## config.mk

```make
export PLATFORM = sky130hd
export DESIGN_NAME = sar_logic_seq_flat
export DESIGN_NICKNAME = d
export VERILOG_FILES = /design/src/rtl/sar_logic_seq_if.sv /design/src/rtl/sar_logic_seq.sv /design/src/flat_wrapper.sv
export SDC_FILE = /design/constraint.sdc
export NUM_CORES = 1
export LEC_CHECK = 0
export CORE_MARGIN = 10
export CORE_UTILIZATION = 60
export CTS_BUF_LIST = sky130_fd_sc_hd__clkbuf_4
export DETAILED_ROUTE_END_ITERATION = 16
export DONT_BUFFER_PORTS = 1
export PLACE_DENSITY_LB_ADDON = 0.3
export SLEW_MARGIN = 20
export SYNTH_ARGS = -nofsm -noshare
export SYNTH_HDL_FRONTEND = slang
export SYNTH_SLANG_ARGS = --single-unit
export TNS_END_PERCENT = 10
```

## constraint.sdc

```tcl
create_clock -name clk -period 1.6 [get_ports clk]
set_input_delay 0.16 -clock clk [delete_from_list [all_inputs] [get_ports clk]]
set_output_delay 0.16 -clock clk [all_outputs]
set_load 0.02 [all_outputs]
```

## src/rtl/sar_logic_seq_if.sv

```systemverilog
// Bundle of sequencer, SPI register, comparator and DAC/readout signals for
// the SAR decision logic. The slave side is the SAR block itself.
interface sar_logic_seq_if #(
    parameter int unsigned NBITS = 16,
    parameter int unsigned CW    = $clog2(NBITS + 1)
) ();
    logic             seq_init;
    logic             seq_update;
    logic [NBITS-1:0] spi_a;
    logic [NBITS-1:0] spi_b;
    logic [CW-1:0]    spi_ncyc;
    logic [1:0]       mode;
    logic             comp;
    logic [NBITS-1:0] dac_state;
    logic [NBITS-1:0] dac_cycle;
    logic             busy;
    logic             done;
    logic [NBITS-1:0] result;

    modport master (
        output seq_init, seq_update, spi_a, spi_b, spi_ncyc, mode, comp,
        input  dac_state, dac_cycle, busy, done, result
    );

    modport slave (
        input  seq_init, seq_update, spi_a, spi_b, spi_ncyc, mode, comp,
        output dac_state, dac_cycle, busy, done, result
    );
endinterface

```

## src/rtl/sar_logic_seq.sv

```systemverilog
// Synchronous SAR bit-decision logic: direct-load, MSB-first decide and
// trial-bit SAR modes with a programmable decision count and latched result.
module sar_logic_seq #(
    parameter int unsigned NBITS = 16,
    parameter int unsigned CW    = $clog2(NBITS + 1)
) (
    input  logic          clk,
    input  logic          rst_n,
    sar_logic_seq_if.slave bus
);
    localparam logic [NBITS-1:0] MSB_ONEHOT = {1'b1, {(NBITS-1){1'b0}}};
    localparam logic [CW-1:0]    NBITS_CW   = CW'(NBITS);

    typedef enum logic {S_IDLE, S_CONV} state_t;

    state_t           r_state, w_state_nxt;
    logic [NBITS-1:0] r_dac, w_dac_nxt;
    logic [NBITS-1:0] r_cyc, w_cyc_nxt;
    logic [NBITS-1:0] r_res, w_res_nxt;
    logic [CW-1:0]    r_cnt, w_cnt_nxt;
    logic             r_busy, w_busy_nxt;
    logic             r_done, w_done_nxt;
    logic [CW-1:0]    w_eff_ncyc;
    logic [NBITS-1:0] w_decided;

    // Out-of-range or zero cycle counts fall back to a full conversion.
    assign w_eff_ncyc = ((bus.spi_ncyc == '0) || (bus.spi_ncyc > NBITS_CW))
                        ? NBITS_CW : bus.spi_ncyc;

    // Write the comparator into the pointed bit; trial mode also sets the next bit down.
    assign w_decided = (r_dac & ~r_cyc)
                     | (bus.comp ? r_cyc : '0)
                     | ((bus.mode == 2'd2) ? (r_cyc >> 1) : '0);

    always_comb begin
        w_state_nxt = r_state;
        w_dac_nxt   = r_dac;
        w_cyc_nxt   = r_cyc;
        w_res_nxt   = r_res;
        w_cnt_nxt   = r_cnt;
        w_busy_nxt  = r_busy;
        w_done_nxt  = 1'b0;

        if (bus.seq_init) begin
            w_dac_nxt   = (bus.mode == 2'd2) ? (bus.spi_a | MSB_ONEHOT) : bus.spi_a;
            w_cyc_nxt   = MSB_ONEHOT;
            w_cnt_nxt   = w_eff_ncyc;
            w_state_nxt = S_CONV;
            w_busy_nxt  = 1'b1;
        end else if ((r_state == S_CONV) && bus.seq_update) begin
            case (bus.mode)
                2'd0: w_dac_nxt = bus.spi_b;
                2'd1, 2'd2: begin
                    w_dac_nxt = w_decided;
                    w_cyc_nxt = r_cyc >> 1;
                    w_cnt_nxt = r_cnt - CW'(1);
                    if (r_cnt == CW'(1)) begin
                        w_res_nxt   = w_decided;
                        w_done_nxt  = 1'b1;
                        w_busy_nxt  = 1'b0;
                        w_cyc_nxt   = '0;
                        w_state_nxt = S_IDLE;
                    end
                end
                default: ;
            endcase
        end
    end

    always_ff @(posedge clk or negedge rst_n) begin
        if (!rst_n) begin
            r_state <= S_IDLE;
            r_dac   <= '0;
            r_cyc   <= '0;
            r_res   <= '0;
            r_cnt   <= '0;
            r_busy  <= 1'b0;
            r_done  <= 1'b0;
        end else begin
            r_state <= w_state_nxt;
            r_dac   <= w_dac_nxt;
            r_cyc   <= w_cyc_nxt;
            r_res   <= w_res_nxt;
            r_cnt   <= w_cnt_nxt;
            r_busy  <= w_busy_nxt;
            r_done  <= w_done_nxt;
        end
    end

    assign bus.dac_state = r_dac;
    assign bus.dac_cycle = r_cyc;
    assign bus.busy      = r_busy;
    assign bus.done      = r_done;
    assign bus.result    = r_res;
endmodule

```

## src/flat_wrapper.sv

```systemverilog
// flat-port wrapper written by rule: the top's interface ports become plain ports
module sar_logic_seq_flat 
#(
    parameter int unsigned NBITS = 16,
    parameter int unsigned CW    = $clog2(NBITS + 1)
)
  (clk, rst_n, bus_seq_init, bus_seq_update, bus_spi_a, bus_spi_b, bus_spi_ncyc, bus_mode, bus_comp, bus_dac_state, bus_dac_cycle, bus_busy, bus_done, bus_result);
  sar_logic_seq_if #(.NBITS(NBITS), .CW(CW)) bus_i ();
  input  logic clk;
  input  logic rst_n;
  input wire logic [$bits(bus_i.seq_init)-1:0] bus_seq_init;
  input wire logic [$bits(bus_i.seq_update)-1:0] bus_seq_update;
  input wire logic [$bits(bus_i.spi_a)-1:0] bus_spi_a;
  input wire logic [$bits(bus_i.spi_b)-1:0] bus_spi_b;
  input wire logic [$bits(bus_i.spi_ncyc)-1:0] bus_spi_ncyc;
  input wire logic [$bits(bus_i.mode)-1:0] bus_mode;
  input wire logic [$bits(bus_i.comp)-1:0] bus_comp;
  output wire logic [$bits(bus_i.dac_state)-1:0] bus_dac_state;
  output wire logic [$bits(bus_i.dac_cycle)-1:0] bus_dac_cycle;
  output wire logic [$bits(bus_i.busy)-1:0] bus_busy;
  output wire logic [$bits(bus_i.done)-1:0] bus_done;
  output wire logic [$bits(bus_i.result)-1:0] bus_result;
  assign bus_i.seq_init = bus_seq_init;
  assign bus_i.seq_update = bus_seq_update;
  assign bus_i.spi_a = bus_spi_a;
  assign bus_i.spi_b = bus_spi_b;
  assign bus_i.spi_ncyc = bus_spi_ncyc;
  assign bus_i.mode = bus_mode;
  assign bus_i.comp = bus_comp;
  assign bus_dac_state = bus_i.dac_state;
  assign bus_dac_cycle = bus_i.dac_cycle;
  assign bus_busy = bus_i.busy;
  assign bus_done = bus_i.done;
  assign bus_result = bus_i.result;
  sar_logic_seq #(.NBITS(NBITS), .CW(CW)) u_core (.clk(clk), .rst_n(rst_n), .bus(bus_i));
endmodule
```

After elaboration in Yosys (flattened, before gate mapping)

Index checks and enable logic that the tools add are counted.

Add/subtract/negate cells: 1
Order comparisons: 1
Equal/unequal tests: 3
Muxes and demuxes: 22
Bitwise operators: 5
Reduce and logical (&&, ||, !) cells: 13

Operators by type and width:

| cell                                                                | count |
|---|---|
| 16-bit two-way mux                                                  | 7 |
| 16-bit bitwise OR                                                   | 2 |
| 16-bit case mux with 2 select lines                                 | 1 |
| 15-bit two-way mux                                                  | 2 |
| 5-bit two-way mux                                                   | 4 |
| 16-bit bitwise AND                                                  | 1 |
| 16-bit NOT                                                          | 1 |
| 1-bit two-way mux                                                   | 8 |
| 2-bit nonzero test                                                  | 3 |
| 5-bit by 1-bit == test with 1-bit output (second input constant)    | 1 |
| 5-bit > comparator (second input constant)                          | 1 |
| 5-bit logical NOT                                                   | 1 |
| 5-bit by 1-bit subtractor with 5-bit output (second input constant) | 1 |
| 2-bit AND reduction                                                 | 2 |
| 4-bit AND reduction                                                 | 1 |
| 3-bit AND reduction                                                 | 1 |
| 3-bit nonzero test                                                  | 1 |
| 2-bit by 1-bit == test with 1-bit output (second input constant)    | 1 |
| 2-bit == test (second input constant)                               | 1 |
| 2-bit logical NOT                                                   | 1 |
| 2-bit OR reduction                                                  | 1 |
| 1-bit logical AND                                                   | 1 |
| 1-bit logical OR                                                    | 1 |
| 1-bit NOT                                                           | 1 |

Flip-flop bits (word level): 55
Input bits: 44
Output and inout bits: 50
Word-level logic and storage cells: 51

Longest topological paths before layout

Gate-level depths: netlist of run 1.

Depth in word-level cells: 7
Depth in mapped cells: 8
Depth with buffers taken out: 5

Worst setup path after synthesis of run 1

OpenSTA, ideal clock, no wires.

Path type: input-to-reg
Start: input bus_mode[0]
End: register u_core.r_cyc[10], in the netlist u_core.bus.dac_cycle[10]
Library setup time: 121 ps
Arrival: 1453 ps
Data required time: 1479 ps
Slack: 26 ps
Stages on the path: 8
Buffers on the path: 3
Cells stage by stage: inv_1 -> ha_1 -> buf_6 -> and4b_1 -> buf_4 -> a21boi_4 -> buf_6 -> a22o_1

Longest elaborated chain between the ends: 4
Elaborated cells on any way between the ends: 5
Classes of those cells: 2 x eq/ne; 3 x reduce/logical

RTL lines:

| element                                                                   | line                | text |
|---|---|---|
| from (decl)                                                               | flat_wrapper.sv:16  | `input wire logic [$bits(bus_i.mode)-1:0] bus_mode;` |
| 2-bit by 1-bit == test with 1-bit output or 2-bit == test (tied branches) | sar_logic_seq.sv:51 | `case (bus.mode)` |
| 2-bit OR reduction *                                                      | sar_logic_seq.sv:51 |  |
| 2-bit nonzero test (no line) *                                            | -                   |  |
| 2-bit AND reduction (no line) *                                           | -                   |  |
| to (signal assigned)                                                      | sar_logic_seq.sv:82 | `r_cyc <= w_cyc_nxt;` |
| to (decl)                                                                 | sar_logic_seq.sv:18 | `logic [NBITS-1:0] r_cyc, w_cyc_nxt;` |

Every way passes the cells marked *; elsewhere a longest branch is shown, timed or not.
A chain may end at the register's enable or synchronous reset.

Worst setup path in the final report of run 1

Start: register u_core.r_cnt[0]
End: register u_core.r_cnt[4]

Longest elaborated chain between the ends: 4

RTL lines:

| element                                     | line                | text |
|---|---|---|
| from (decl)                                 | sar_logic_seq.sv:20 | `logic [CW-1:0] r_cnt, w_cnt_nxt;` |
| from (signal assigned)                      | sar_logic_seq.sv:84 | `r_cnt <= w_cnt_nxt;` |
| 5-bit by 1-bit subtractor with 5-bit output | sar_logic_seq.sv:56 | `w_cnt_nxt = r_cnt - CW'(1);` |
| 5-bit two-way mux                           | sar_logic_seq.sv:51 |  |
| 5-bit two-way mux                           | sar_logic_seq.sv:50 | `end else if ((r_state == S_CONV) && bus.seq_update) begin` |
| 5-bit two-way mux                           | sar_logic_seq.sv:44 | `if (bus.seq_init) begin` |

Every way passes these cells. The select of a mux whose other input is x is not followed.

==> results.json, run 1 <==
{
  "row_count": 25,
  "slew_headroom_pct": 41.3,
  "drt_wl_total_um": 7830,
  "h-tree-depth": 2,
  "final_core_util_pct": 70.6,
  "startpoint": "u_core.r_cnt[0]",
  "cts_buffers": 5,
  "placed_cells": 360,
  "avgSynthCellArea_um2": 10.7,
  "io_pins": 94,
  "fin_worst_skew_ns": 0.0138,
  "grt_pass1_wl_um": 12600,
  "cts.sinks": 55,
  "antenna_left": 0,
  "synth_seq_area_share_pct": 45.6,
  "grt_max_degree": 56,
  "dp_hpwl_um": 5640,
  "critPathTopFamily": "simple AND/OR/NAND/NOR gates",
  "run_status": "complete, no violations",
  "antenna_found_initial": 0,
  "crit_end": "u_core.r_cnt[4]",
  "yosys_register_bits": 55,
  "r2r_start": "u_core.r_cnt[0]",
  "clk_latency_ns": 0.36,
  "arrival_ns": 1.77,
  "ctsLongestPathBuffers": 2,
  "start_util_pct": 63.0,
  "worst_ep_required_time_ns": 1.85,
  "rsz0062_at_grt": "no",
  "drtPass1Iterations": 4,
  "power.leakage_uw": 0.00160,
  "fmaxAchievable_mhz": 661,
  "nNetsFinal": 358,
  "cp_cell_sequence": "inv_1 > ha_2 > or3b_2 > a21oi_2 > o221ai_1",
  "hold_path.class": "input pin to flop",
  "synth.distinct_cells": 42,
  "gr-usage-all-layers_pct": 18.5,
  "maxCapViolations": 0,
  "drive_above_1_share_pct": 23.4,
  "detail_route.wl_per_cell_um": 20.9,
  "die_width_um": 90.9,
  "via_count": 2320,
  "p_per_area_nw_per_um2": 1030,
  "grt_remaining_overflow": 0,
  "grt_pass1_vias": 2443,
  "cts_tree": "built",
  "avgViaCountPerCell": 6.19,
  "fp.dieH_um": 90.9,
  "synth_ff_type": "dfrtp_1",
  "power_uw": 3460,
  "cp-start-kind": "flop",
  "fin_setup_tns_ns": 0,
  "crit_fanout": 3,
  "routabilityCongestion": 0.798,
  "synth.largest_area_cell": "dfrtp_1",
  "drt_iter0_drc": 143,
  "syn_nets": 331,
  "fin_crit_ns": 1.51,
  "r2r_end": "u_core.r_cnt[4]",
  "cts-root-buf": "clkbuf_4",
  "vdd_ir_drop_max_uv": 651,
  "clk_pin_slew_ns": 0.15,
  "critPathMaxStageDelay_ns": 0.46,
  "io_buffers": 0,
  "antenna_cells": 0,
  "path_class": "flop to flop",
  "layout_commonest_cell": "dfrtp_1",
  "synth_edf_count": 0,
  "ys_top_cells_by_area": "dfrtp_1 (46%), mux2_2 (6.3%), mux2i_1 (5.0%)",
  "dieArea_um2": 8260,
  "reg2reg_slack_ns": 0.09,
  "hold_viol": 0,
  "instances_no_fill": 375,
  "crit_slowest_cell": "or3b_2",
  "r2r_cells": 5,
  "area_growth_pct": 12.0,
  "netlist.area_leader.share_pct": 45.6,
  "core_um2": 4790,
  "finalMaxSlewViolations": 0,
  "cp_num_cells": 5,
  "postSynthCellCount": 282,
  "finalSetupViolCount": 0,
  "layout_common_cells": "dfrtp_1 (55), buf_4 (27), inv_1 (23), nor2_1 (19), mux2_2 (17)",
  "async_flop_share_pct": 100,
  "fin_crit_sh_pct": 94.6,
  "cp-end-kind": "flop",
  "synth_warnings": 0,
  "route.detailed.drc": 0,
  "critPathBufInv": 1,
  "worst_pin_slew_ns": 0.878,
  "netlist_area_um2": 3020
}
==> cells in the mapped netlist (2+ instances only) <==
| library cell | number |
|---|---|
| nand2_1 | 4 |
| buf_6 | 4 |
| nand3_1 | 2 |
| nand2b_1 | 3 |
| nor2_1 | 19 |
| a22o_1 | 16 |
| a31oi_1 | 6 |
| nor3_1 | 16 |
| nand3b_1 | 3 |
| o22ai_1 | 4 |
| inv_1 | 24 |
| a22oi_1 | 14 |
| mux2_2 | 17 |
| a21oi_1 | 3 |
| a31oi_2 | 9 |
| o221ai_1 | 2 |
| clkbuf_1 | 6 |
| buf_2 | 5 |
| dfrtp_1 | 55 |
| ha_1 | 5 |
| and2_1 | 15 |
| mux2i_1 | 15 |
| o21ai_0 | 16 |
==> worst min-delay path by stage <==
stage | from | end | slack [ns] | depth (start not counted)
after detailed placement | rst_n | u_core.bus.dac_state[8] | -0.13 | 0
final | bus_seq_init | u_core.bus.dac_state[2] | 0.02 | 2
after global routing | bus_seq_init | u_core.bus.dac_state[9] | 0.007 | 2
after CTS | bus_seq_init | u_core.bus.dac_state[5] | 0.0004 | 2
after global placement | rst_n | u_core.bus.dac_state[8] | -0.13 | 0
after floorplan | rst_n | u_core.bus.busy | -0.14 | 0
==> metrics by stage <==
stage | instance area [um^2] | setup slack, ns | hold WS, ns
finish | 3380 | 0.0869 | 0.0229
global route | 3380 | 0.0215 | 0.00673
CTS | 3340 | 0.0310 | 0.000368
detailed placement | 3210 | -0.0702 | -0.134
global placement | 3210 | -0.0463 | -0.133
floorplan | 3020 | 0.0260 | -0.136
==> registers in the layout, summed over array words and instances (netlist names) <==
register and flops:
u_core.bus.busy 1, u_core.bus.dac_state 16, u_core.bus.dac_cycle 16, u_core.r_cnt 5, u_core.bus.done 1, u_core.bus.result 16
==> power by group <==
group / switching, uW / leakage, uW / internal, uW
registers: 483 / 0.000649 / 1620
logic: 408 / 0.000926 / 370
clock network: 406 / 0.0000276 / 175
==> cell families (layout without fill, tap and decap cells) <==
family	count (synthesis)	count (layout)	share of synthesized area [%]
adders and majority gates	5	5	2.07
buffers and inverters	41	67	6.97
AOI/OAI and AO/OA	75	75	20.0
xor gates and xnor gates	2	2	0.581
DFF	55	55	45.6
and+or+nand+nor	72	72	13.4
muxes	32	32	11.3
==> routing by layer <==
layer  part of all wire (%)  GRT usage [%]  up-vias
li1                       -              -     1071
met1                     42           21.8     1142
met2                     47           30.4       99
met3                     10           7.73        8
met4                    1.2           4.83        0
met5                      0              0        -
==> area by class of cell <==
type | instances | area, um^2
fill | 359 | 1410
tap | 67 | 83.8
timing repair buffer | 37 | 340
inverter | 24 | 90.1
sequential | 55 | 1380
multi-input combinational | 186 | 1440
clock buffer | 6 | 45.0
==> what timing repair did <==
item                                    CTS  global route
endpoints found under the setup margin    0            16
buffers inserted                          0             1
gates resized for setup                   0             3
endpoints found under the hold margin    72             2
hold buffers                              7             1
(Power assumes the default switching activity.)
==> inputs of run 2 (changes only) <==
--- a/config.mk
+++ b/config.mk
@@ -11,6 +11,7 @@
 export DETAILED_ROUTE_END_ITERATION = 16
 export DONT_BUFFER_PORTS = 1
 export PLACE_DENSITY_LB_ADDON = 0.3
+export SKIP_CTS_REPAIR_TIMING = 1
 export SLEW_MARGIN = 20
 export SYNTH_ARGS = -nofsm -noshare
 export SYNTH_HDL_FRONTEND = slang
==> run 2 against run 1 <==
  * The run now ends with negative hold slack left
  * Worst setup slack got worse by 0.013 ns
  * Fmax decreased by 0.85%
  * Worst hold slack got worse by 0.044 ns
  * Final cell count fell by 0.27%
  * Die area unchanged
  * Combinational power about the same
  * Power increased by 0.34%
  * Global-route usage is 0.59 points lower
  * First-iteration DRC count fell by 1.4%
  * Largest power group unchanged
  * Sequential share of layout area increased by 0.12 points
  * Sequential cell count is the same
  * Routed wire length is 1.3% higher
==> results.json, run 2 (synthesized netlist as in run 1, its figures left out) <==
{
  "run_status": "complete, but fails checks",
  "failed_checks": "negative hold slack",
  "path_class": "flop to flop",
  "hold_start": "bus_seq_init",
  "grt_remaining_overflow": 0,
  "finalMaxSlewViolations": 0,
  "finalSetupViolCount": 0,
  "seqCellArea_um2": 1380,
  "cp_cell_sequence": "buf_4 > and3_1 > mux2_2 > o22ai_1",
  "route.detailed.drc": 0,
  "r2r_cells": 4,
  "cp-end-kind": "flop",
  "power_uw": 3480,
  "worst_ep_required_time_ns": 1.89,
  "drtPass1Iterations": 4,
  "layout_commonest_cell": "dfrtp_1",
  "worst_pin_slew_ns": 0.910,
  "dp_hpwl_um": 5640,
  "fin_crit_ns": 1.53,
  "avgViaCountPerCell": 6.18,
  "drt_iter0_drc": 141,
  "layout_common_cells": "dfrtp_1 (55), buf_4 (27), inv_1 (23), nor2_1 (19), mux2_2 (17)",
  "critPathBufInv": 1,
  "critPathMaxStageDelay_ns": 0.47,
  "hold_slack_ns": -0.0212,
  "grt_pass1_wl_um": 12300,
  "antenna_left": 0,
  "clk_pin_slew_ns": 0.15,
  "multi_input_area_um2": 1440,
  "final_cell_area_um2": 3370,
  "nNetsFinal": 357,
  "via_count": 2312,
  "h-tree-depth": 2,
  "row_count": 25,
  "power.leakage_uw": 0.00160,
  "antenna_cells": 0,
  "antenna_found_initial": 0,
  "die_width_um": 90.9,
  "cts-root-buf": "clkbuf_4",
  "rsz0062_at_grt": "no",
  "arrival_ns": 1.81,
  "hold_path.class": "input pin to flop",
  "cts.sinks": 55,
  "detail_route.wl_per_cell_um": 21.2,
  "fin_worst_skew_ns": 0.0135,
  "grt_pass1_vias": 2360,
  "placed_area_um2": 3210,
  "crit_fanout": 4,
  "grt_max_degree": 56,
  "dieArea_um2": 8260,
  "maxCapViolations": 0,
  "start_util_pct": 63.0,
  "holdPathEnd": "u_core.bus.dac_state[1]",
  "cts_tree": "built",
  "vdd_ir_drop_max_uv": 642,
  "slew_headroom_pct": 39.1,
  "fmaxAchievable_mhz": 655,
  "whs_path_depth": 2,
  "drive_above_1_share_pct": 23.5,
  "critPathTopFamily": "flip-flops",
  "io_buffers": 0,
  "area_growth_pct": 11.7,
  "cts_buffers": 5,
  "hold_viol": 3,
  "clk_latency_ns": 0.37,
  "fillCellCount": 361,
  "gr-usage-all-layers_pct": 17.9,
  "r2r_end": "u_core.r_cnt[1]",
  "r2r_start": "u_core.bus.busy",
  "fp.dieH_um": 90.9,
  "routabilityCongestion": 0.798,
  "crit_slowest_cell": "dfrtp_1",
  "ctsLongestPathBuffers": 2,
  "reg2reg_slack_ns": 0.07,
  "cp-start-kind": "flop",
  "p_per_area_nw_per_um2": 1030,
  "core_um2": 4790,
  "io_pins": 94,
  "fin_crit_sh_pct": 95.4,
  "drt_wl_total_um": 7930
}
## run 2: worst reg2reg max path: cells and delay by family (launching register included)
kind / cells / cell delay, ns
buffers and inverters: 1 / 0.20
AO/OA/AOI/OAI: 1 / 0.16
flip-flops: 1 / 0.47
AND/OR/NAND/NOR: 1 / 0.26
multiplexers: 1 / 0.36
## run 2: routing by layer
metal	part of all wire (%)	global-route usage (%)
met1	42	21.4
met2	48	29.1
met3	9.0	7.73
met4	1.4	4.18
met5	0	0
## run 2: layout make-up
| cell class | count | share of cell area, % |
|---|---|---|
| inverters | 24 | 2.67 |
| well taps | 67 | 2.49 |
| clock buffers | 6 | 1.34 |
| multi-input cells | 186 | 42.8 |
| flip-flops and latches | 55 | 40.9 |
| repair buffers | 36 | 9.81 |
## run 2: how the worst max path moves through the flow
| stage | start | to | slack [ns] | depth (start not counted) |
|---|---|---|---|---|
| floorplan | bus_mode[0] | u_core.bus.dac_cycle[10] | 0.03 | 8 |
| global placement | bus_mode[0] | u_core.bus.dac_cycle[3] | -0.05 | 5 |
| detailed placement | bus_mode[0] | u_core.bus.dac_cycle[0] | -0.07 | 5 |
| CTS | u_core.bus.busy | u_core.bus.dac_cycle[4] | 0.03 | 3 |
| global route | u_core.r_cnt[1] | u_core.r_cnt[4] | 0.01 | 5 |
| finish | u_core.bus.busy | u_core.r_cnt[1] | 0.07 | 4 |
## run 2: per-stage QoR
step | setup WS (ns) | hold slack [ns] | util (%) | TNS, ns | std cells
2_1_floorplan | 0.0260 | -0.136 | - | 0 | 282
3_3_place_gp | -0.0463 | -0.133 | 67.1 | -0.413 | 360
3_5_place_dp | -0.0702 | -0.134 | 67.1 | -0.937 | 360
4_1_cts | 0.0310 | -0.542 | 68.0 | 0 | 366
5_1_grt | 0.0122 | 0.00683 | 70.4 | 0 | 374
6_report | 0.0739 | -0.0212 | 70.4 | 0 | 374
## run 2: report_power, final
part | internal, uW | total, uW | switching [uW]
logic | 368 | 779 | 410
clock network | 175 | 591 | 416
registers | 1620 | 2110 | 483
